<file path="config.mk">
export PLATFORM = sky130hd
export DESIGN_NAME = mult_div_unit
export DESIGN_NICKNAME = d
export VERILOG_FILES = /design/src/rtl/mdu_pkg.sv /design/src/rtl/mdu_ctrl.sv /design/src/rtl/mult_div_unit.sv
export SDC_FILE = /design/constraint.sdc
export NUM_CORES = 1
export LEC_CHECK = 0
export BUFFER_PORTS_ARGS = -buffer_cell sky130_fd_sc_hd__clkbuf_2
export CAP_MARGIN = 20
export CORE_UTILIZATION = 50
export CTS_CLUSTER_DIAMETER = 120
export DETAILED_ROUTE_END_ITERATION = 8
export PLACE_DENSITY_LB_ADDON = 0.3
export SLEW_MARGIN = 10
export SYNTH_ARGS = -nofsm -noshare
export SYNTH_HDL_FRONTEND = slang
export SYNTH_SLANG_ARGS = --single-unit
</file>
<file path="constraint.sdc">
create_clock -name clk -period 5 [get_ports clk]
set_input_delay 1 -clock clk [delete_from_list [all_inputs] [get_ports clk]]
set_output_delay 1 -clock clk [all_outputs]
set_load 0.01 [all_outputs]
</file>
<file path="src/rtl/mdu_pkg.sv">
// Shared constants and types for the multiply/divide unit.
// Op encodings, FSM states and the magnitude helper.
package mdu_pkg;

  localparam int WIDTH_C = 32;
  localparam int CNT_W = 5;
  localparam logic [CNT_W-1:0] ITER_LAST = 5'd31;

  typedef enum logic [1:0] {
    OP_MULT  = 2'b00,
    OP_MULTU = 2'b01,
    OP_DIV   = 2'b10,
    OP_DIVU  = 2'b11
  } op_e;

  typedef enum logic [1:0] {
    ST_IDLE = 2'b00,
    ST_RUN  = 2'b01,
    ST_FIX  = 2'b10
  } state_e;

  function automatic logic [WIDTH_C-1:0] mag(
    input logic [WIDTH_C-1:0] v,
    input logic               neg
  );
    return neg ? -v : v;
  endfunction

endpackage

</file>
<file path="src/rtl/mdu_ctrl.sv">
// Sequencer for the multiply/divide unit.
// Owns the IDLE/RUN/FIX state and the 5-bit iteration counter.
module mdu_ctrl
  import mdu_pkg::*;
(
  input  logic clk,
  input  logic rst_n,
  input  logic start,
  input  logic skip,
  output logic accept,
  output logic step,
  output logic fix,
  output logic busy
);

  state_e           state_q, state_d;
  logic [CNT_W-1:0] cnt_q, cnt_d;

  always_ff @(posedge clk or negedge rst_n) begin
    if (!rst_n) begin
      state_q <= ST_IDLE;
      cnt_q   <= '0;
    end else begin
      state_q <= state_d;
      cnt_q   <= cnt_d;
    end
  end

  always_comb begin
    state_d = state_q;
    cnt_d   = cnt_q;
    accept  = 1'b0;
    step    = 1'b0;
    fix     = 1'b0;
    unique case (state_q)
      ST_IDLE: begin
        if (start) begin
          accept = 1'b1;
          cnt_d  = ITER_LAST;
          // divide-by-zero goes straight to completion
          state_d = skip ? ST_FIX : ST_RUN;
        end
      end
      ST_RUN: begin
        step = 1'b1;
        if (cnt_q == '0) state_d = ST_FIX;
        else cnt_d = cnt_q - 1'b1;
      end
      ST_FIX: begin
        fix     = 1'b1;
        state_d = ST_IDLE;
      end
      default: state_d = ST_IDLE;
    endcase
  end

  assign busy = (state_q != ST_IDLE);

endmodule

</file>
<file path="src/rtl/mult_div_unit.sv">
// Iterative 32-bit multiply/divide unit.
// Shift-add multiply and restoring divide on magnitudes, sign fix at end.
module mult_div_unit
  import mdu_pkg::*;
#(
  parameter int WIDTH = WIDTH_C
) (
  input  logic             clk,
  input  logic             reset_n,
  input  logic             start,
  input  logic [1:0]       op,
  input  logic [WIDTH-1:0] A,
  input  logic [WIDTH-1:0] B,
  output logic             busy,
  output logic             done,
  output logic [WIDTH-1:0] hi,
  output logic [WIDTH-1:0] lo,
  output logic             div_zero
);

  logic accept, step, fix, skip;
  logic is_div_q, sa_q, sb_q, dz_q;
  logic sgn_op, a_neg, b_neg;
  logic [WIDTH-1:0] acc_hi, acc_lo, b_q;
  logic [WIDTH:0]   msum, dsh;
  logic             dge;
  logic [2*WIDTH-1:0] acc_step, prod, res;
  logic [WIDTH-1:0] q_res, r_res;

  assign skip   = op[1] & (B == '0);
  assign sgn_op = ~op[0];
  assign a_neg  = sgn_op & A[WIDTH-1] & ~skip;
  assign b_neg  = sgn_op & B[WIDTH-1] & ~skip;

  mdu_ctrl u_ctrl (
    .clk    (clk),
    .rst_n  (reset_n),
    .start  (start),
    .skip   (skip),
    .accept (accept),
    .step   (step),
    .fix    (fix),
    .busy   (busy)
  );

  always_comb begin
    msum = {1'b0, acc_hi} + {1'b0, b_q};
    dsh  = {acc_hi, acc_lo[WIDTH-1]};
    dge  = (dsh >= {1'b0, b_q});
    if (is_div_q) begin
      if (dge) acc_step = {dsh[WIDTH-1:0] - b_q, acc_lo[WIDTH-2:0], 1'b1};
      else     acc_step = {dsh[WIDTH-1:0], acc_lo[WIDTH-2:0], 1'b0};
    end else begin
      if (acc_lo[0]) acc_step = {msum, acc_lo[WIDTH-1:1]};
      else           acc_step = {1'b0, acc_hi, acc_lo[WIDTH-1:1]};
    end
    prod  = {acc_hi, acc_lo};
    q_res = (sa_q ^ sb_q) ? -acc_lo : acc_lo;
    r_res = sa_q ? -acc_hi : acc_hi;
    if (is_div_q) res = {r_res, q_res};
    else          res = (sa_q ^ sb_q) ? -prod : prod;
  end

  always_ff @(posedge clk or negedge reset_n) begin
    if (!reset_n) begin
      is_div_q <= 1'b0;
      sa_q     <= 1'b0;
      sb_q     <= 1'b0;
      dz_q     <= 1'b0;
      acc_hi   <= '0;
      acc_lo   <= '0;
      b_q      <= '0;
      done     <= 1'b0;
      hi       <= '0;
      lo       <= '0;
      div_zero <= 1'b0;
    end else begin
      done <= 1'b0;
      if (accept) begin
        is_div_q <= op[1];
        sa_q     <= a_neg;
        sb_q     <= b_neg;
        dz_q     <= skip;
        b_q      <= mag(B, b_neg);
        // divide-by-zero preloads its fixed result: hi=A, lo=all ones
        if (skip) begin
          acc_hi <= A;
          acc_lo <= '1;
        end else begin
          acc_hi   <= '0;
          acc_lo   <= mag(A, a_neg);
          div_zero <= 1'b0;
        end
      end
      if (step) {acc_hi, acc_lo} <= acc_step;
      if (fix) begin
        {hi, lo} <= res;
        done     <= 1'b1;
        div_zero <= dz_q;
      end
    end
  end

endmodule
</file>
Word-level counts from Yosys, hierarchy flattened

Cells that the tools add are included.

Register bits after elaboration: 173
Latch bits: 0
RAM bits: 0
Bits in read-only memories: 0
Bits of input ports: 69
Output and inout port bits: 67
Logic and storage cells: 76
Memories: 0

Add/sub/neg operators: 8
$mul: 0
Divide/modulo/power cells: 0
$lt $le $gt $ge: 1
Equality and inequality tests: 6
Shifts and indexed selects: 0
Mux-type cells: 30
Bitwise logic cells: 8
Reduce and logical (&&, ||, !) cells: 10

Operators by type and width:

| cell                | number |
|---|---|
| $mux 32             | 10 |
| $mux 64             | 5 |
| $neg 32->32         | 4 |
| $neg 64->64         | 1 |
| $add 32x32->33      | 1 |
| $ge 33x32->1        | 1 |
| $logic_not 32->1    | 1 |
| $sub 32x32->32      | 1 |
| $mux 5              | 2 |
| $pmux 5 s2          | 1 |
| $mux 1              | 8 |
| $reduce_bool 2->1   | 4 |
| $mux 2              | 3 |
| $ne 2x2->1 const B  | 3 |
| $and 1x1->1         | 5 |
| $logic_not 5->1     | 1 |
| $sub 5x1->5 const B | 1 |
| $pmux 2 s2          | 1 |
| $reduce_and 2->1    | 2 |
| $reduce_and 3->1    | 1 |
| $eq 2x1->1 const B  | 1 |
| $eq 2x2->1 const B  | 1 |
| $logic_not 2->1     | 1 |
| $ne 2x1->1 const B  | 1 |
| other kinds (2)     | 3 |

Logic depth before layout (Yosys ltp)

Depth after elaboration: 8
Gate-level depth with buffers: 13
Gate-level depth less buffers: 13

Hierarchy

From an unflattened synthesis, not the netlist that was laid out.

Cell total of the unflattened synthesis: 1904
Area total of the unflattened synthesis: 14769.2 um^2

By module, submodules not included:

| module        | instances | cells each | area an instance (um^2) | seq. area each (um^2) |
|---|---|---|---|---|
| mult_div_unit | 1         | 1856       | 14335.0                 | 4154.0 |
| mdu_ctrl      | 1         | 48         | 434.2                   | 175.2 |

Least setup slack after synthesis

Ideal clock, no wire load.

Path type: in2reg
Start point: input B[13]
End point: register acc_hi[30]
Library setup time: 0.087 ns
Data arrival time: 3.367 ns
Data required time: 4.913 ns
Setup slack: 1.547 ns
Stages: 10
Buffers on the path: 2
Path through: or4_4 or4_4 or4_1 buf_2 and4bb_4 buf_6 a21oi_1 o21ai_1 o31ai_1 a211oi_2

Cells in the longest elaborated chain, start to end: 5

Ends and longest elaborated chain:

| item                 | RTL line            | text |
|---|---|---|
| from (decl)          | mult_div_unit.sv:13 | `input logic [WIDTH-1:0] B,` |
| $logic_not 32->1     | mult_div_unit.sv:30 | `assign skip = op[1] & (B == '0);` |
| $and 1x1->1          | mult_div_unit.sv:30 |  |
| $mux 32              | mult_div_unit.sv:86 | `if (skip) begin` |
| $mux 32              | mult_div_unit.sv:79 | `if (accept) begin` |
| $mux 32              | mult_div_unit.sv:95 | `if (step) {acc_hi, acc_lo} <= acc_step;` |
| to (signal assigned) | mult_div_unit.sv:95 |  |
| to (decl)            | mult_div_unit.sv:24 | `logic [WIDTH-1:0] acc_hi, acc_lo, b_q;` |

Every way passes these cells. The select of a mux whose other input is x is not followed.
A chain may end at the register's enable or synchronous reset.

Final worst setup path

Start point: register acc_hi[0]
End point: register acc_hi[29]

Cells in the longest elaborated chain, start to end: 4
Elaborated cells on any way between the ends: 7
Those cells by class: add/sub (2); order compare (1); mux (4)

Ends and longest elaborated chain:

| item                                   | RTL line                                 | text |
|---|---|---|
| $add 32x32->33 (tied with other cells) | mult_div_unit.sv:47                      | `msum = {1'b0, acc_hi} + {1'b0, b_q};` |
| $mux 64, on equally long branches      | mult_div_unit.sv:54, mult_div_unit.sv:51 |  |
| $mux 64 (*)                            | mult_div_unit.sv:50                      | `if (is_div_q) begin` |
| $mux 32 (*)                            | mult_div_unit.sv:95                      |  |

Every way passes the cells marked *; elsewhere a longest branch is shown, timed or not.

==> summary.md <==
| Metric | Value |
|---|---|
| Outcome | `completed` |
| CTS tree | `yes` |
| Layout cells sized above 1 | `12.29%` |
| Initial antenna violation count | `0` |
| Die width | `172.8 um` |
| Setup-failing EPs final | `0` |
| RSZ-0062 raised after global routing | `false` |
| Post-Synth XOR/XNOR Area | `10.27%` |
| Mux cell area share after synthesis | `3.457%` |
| Vias in the first global route | `13,570` |
| H-tree Lvls | `4` |
| Post-synth EDFFs | `0` |
| Clock Tree Buf Depth | `2` |
| Area of the multi-input gates | `9504 um2` |
| Die height | `172.8 um` |
| Final WS setup | `972.7 ps` |
| Top cell type's share of synthesized area | `29.68%` |
| Setup CP Type | `register to register` |
| Post-synthesis compound-gate area fraction | `26.67%` |
| Most numerous cell in the Yosys netlist | `nand2_1` |
| Post-synth top area cell | `dfrtp_1` |
| Largest family of logic cells by synthesized area | `compound AO/OA/AOI/OAI gates` |
| Hold Crit Class | `register to register` |
| PD cells | `807.1 nW/um2` |
| GRT Overall Usage | `32.11%` |
| Dpl cell area | `15,520 um2` |
| Final hold violation count | `0` |
| DRC viols | `0` |
| Crit path to | `acc_hi[29]` |
| Largest net degree at the start of global routing | `89` |
| Startpoint Class | `register` |
| Final Instance Area | `16,150 um2` |
| Yosys cell types | `76` |
| Post-CTS setup buffers | `0` |
| Dpl hpwl | `36,700 um` |
| Post-DR wirelength/cell | `20.74 um` |
| Initial DRT Pass Iterations | `9` |
| Sequential area share after synthesis | `29.68%` |
| IO Pins | `136` |
| Post-Synth Simple-Gate Area | `18.38%` |
| # hold bufs at CTS | `0` |
| Row cnt | `62` |
| Layout Skew | `16.01 ps` |
| Syn. warnings | `0` |
| Area occupied by registers | `4330 um2` |
| Mapped Nets | `1,993` |
| Global route overflow | `0` |
| Nature of the critical path endpoint | `register` |
| R2R Setup Slk | `970 ps` |
| Sequential Power Share | `21.3%` |
| # fillers | `2,718` |
| Reg-to-reg endpoint | `acc_hi[29]` |
| Setup TNS | `0 ps` |
| Reg2Reg Depth | `11` |
| Avg Inst Size Synth | `7.877 um2` |
| Core box area | `28,700 um2` |
| Maxcap violations | `0` |
| Clk sink count | `173` |
| # diodes | `0` |
| Async SR Flop Fraction | `100.0%` |
| Synth cell count leaders | `nand2_1 (223), o21ai_0 (210), dfrtp_1 (173), a21oi_1 (147), nor2_1 (129)` |
| Synth Area in Adders | `6.278%` |
| Worst Tran Pin Value | `1078 ps` |
| Root Buffer | `clkbuf_16` |
| Net Switching | `0.006893 W` |
| Sw Ratio | `52.89%` |
| Routed via count | `14,460` |
| Primary FF master, synth | `dfrtp_1` |
| Clock power frac | `11.0%` |
| Relative slew slack | `27.90%` |
| Max-slew violations | `0` |
| Critical Path AT | `4390 ps` |
| Synth Instances | `1,852` |
| Synth area leaders | `dfrtp_1 (30%), o21ai_0 (7.2%), ha_1 (6.0%), xnor2_1 (5.8%), nand2_1 (5.7%)` |
| Mapped Area | `14,590 um2` |
| Layout area overhead | `10.70%` |
| CP required | `5370 ps` |
| Clock Latency Late Sink | `460 ps` |
| CTS Buf Count | `17` |
| Pre-CTS WS | `776.4 ps` |
| Initial DRC count | `1,546` |
| Crit. Startpoint | `acc_hi[0]` |
| Initial Utilization | `50.82%` |
| First-pass GRT wire length | `75,940 um` |
| Layout Nets | `2,056` |
| Final wirelength | `47,940 um` |
| Post-layout min period | `4027 ps` |
| Final period utilization | `80.55%` |
| Post_cts resized | `0` |
| Via density | `6.253` |
| Reg clk slew, reported paths | `80 ps` |
| LEAKAGE | `7.190 nW` |
| Logic gate share of total power | `67.6%` |
| Die area | `29,860 um2` |
| Antenna-violating nets left | `0` |
| GPL Wtd Cong | `1.018` |
| I/O Buffers | `135` |
| Total Power | `0.01303 W` |
| Int Power | `0.006139 W` |
| Max VDD drop | `315.7 uV` |
| #FFs+latches synth | `173` |
| Crit Path Max Fanout | `8` |
| Crit Reg-Reg Startpoint | `acc_hi[0]` |
| Fmax | `248.3 MHz` |
==> final cells by class <==
class	count	area share, %
flip-flops and latches	173	26.82
repair buffers	166	5.742
clock inverters	15	1.278
well taps	384	2.975
clock buffers	17	2.634
inverters	73	1.697
multi-input cells	1484	58.86
==> per-stage QoR <==
stage	util (%)	hold slack, ps	std cells
floorplan	-	449.1	1852
global placement	54.06	461.6	2280
detailed placement	54.06	469.4	2280
CTS	56.26	488.2	2312
global route	56.26	507.8	2312
finish	56.26	483.7	2312
==> per-layer routing <==
layer	up-vias	global-route usage [%]	part of all wire [%]
met4	0	16.15	4.5
met5	-	0	0
met1	6816	43.70	43
met3	133	5.255	8.6
li1	6829	-	-
met2	680	49.41	44
==> flip-flops by register name, summed over array words and instances, names as in the netlist <==
register	flops
acc_hi	32
acc_lo	32
b_q	32
hi	32
lo	32
u_ctrl.cnt_q	5
u_ctrl.state_q	2
div_zero	1
done	1
dz_q	1
is_div_q	1
sa_q	1
sb_q	1
==> critical path, stage by stage, from the launching register on <==
cell and delay, ps:
dfrtp_1 520, ha_1 320, fa_1 440, a211oi_1 290, nor2_1 130, o311a_1 370
o2111ai_1 390, a41oi_1 260, o41ai_1 500, nand2b_1 220, mux2_2 350, a211oi_1 160
==> layout by cell type, fill, tap and decap left out, types with 11 or more instances in the layout <==
cell / count
clkbuf_2: 134
o41ai_1: 13
xnor2_1: 97
or3_1: 21
nor2_1: 129
nand3_1: 28
a21o_1: 41
xor2_1: 74
nand4_1: 19
mux2i_1: 38
o21ai_0: 210
buf_4: 30
clkbuf_16: 17
mux2_2: 11
o211ai_1: 21
nor4_1: 16
o31ai_1: 31
a21oi_1: 147
a22oi_1: 11
nand2_1: 223
dfrtp_1: 172
nor3_1: 40
and3_1: 12
a211oi_1: 24
a31oi_1: 25
ha_1: 70
or4_1: 11
inv_1: 73
nand2b_1: 16
==> worst min path at each step <==
stage,from,end,cells after the start
4_1_cts,hi[16],hi[16],2
3_3_place_gp,hi[14],hi[14],2
6_report,lo[3],lo[3],2
2_1_floorplan,dz_q,dz_q,1
5_1_grt,lo[25],lo[25],2
3_5_place_dp,hi[16],hi[16],2
==> logic make-up after synthesis <==
kind of cell / after synthesis
AOI/OAI and AO/OA: 623
DFF: 173
buffers and inverters: 195
and+or+nand+nor: 569
adders and majority gates: 72
muxes: 49
xor gates and xnor gates: 171
==> power groups by stage <==
stage	Combinational (W)	Clock [W]	Sequential, W
after floorplan	0.00647	0	0.00240
after global placement	0.00842	0	0.00275
after detailed placement	0.00854	0	0.00277
after CTS	0.00860	0.00144	0.00274
after global routing	0.00960	0.00149	0.00284
final	0.00881	0.00144	0.00278
Note: power is estimated with default switching activity, not from simulation.
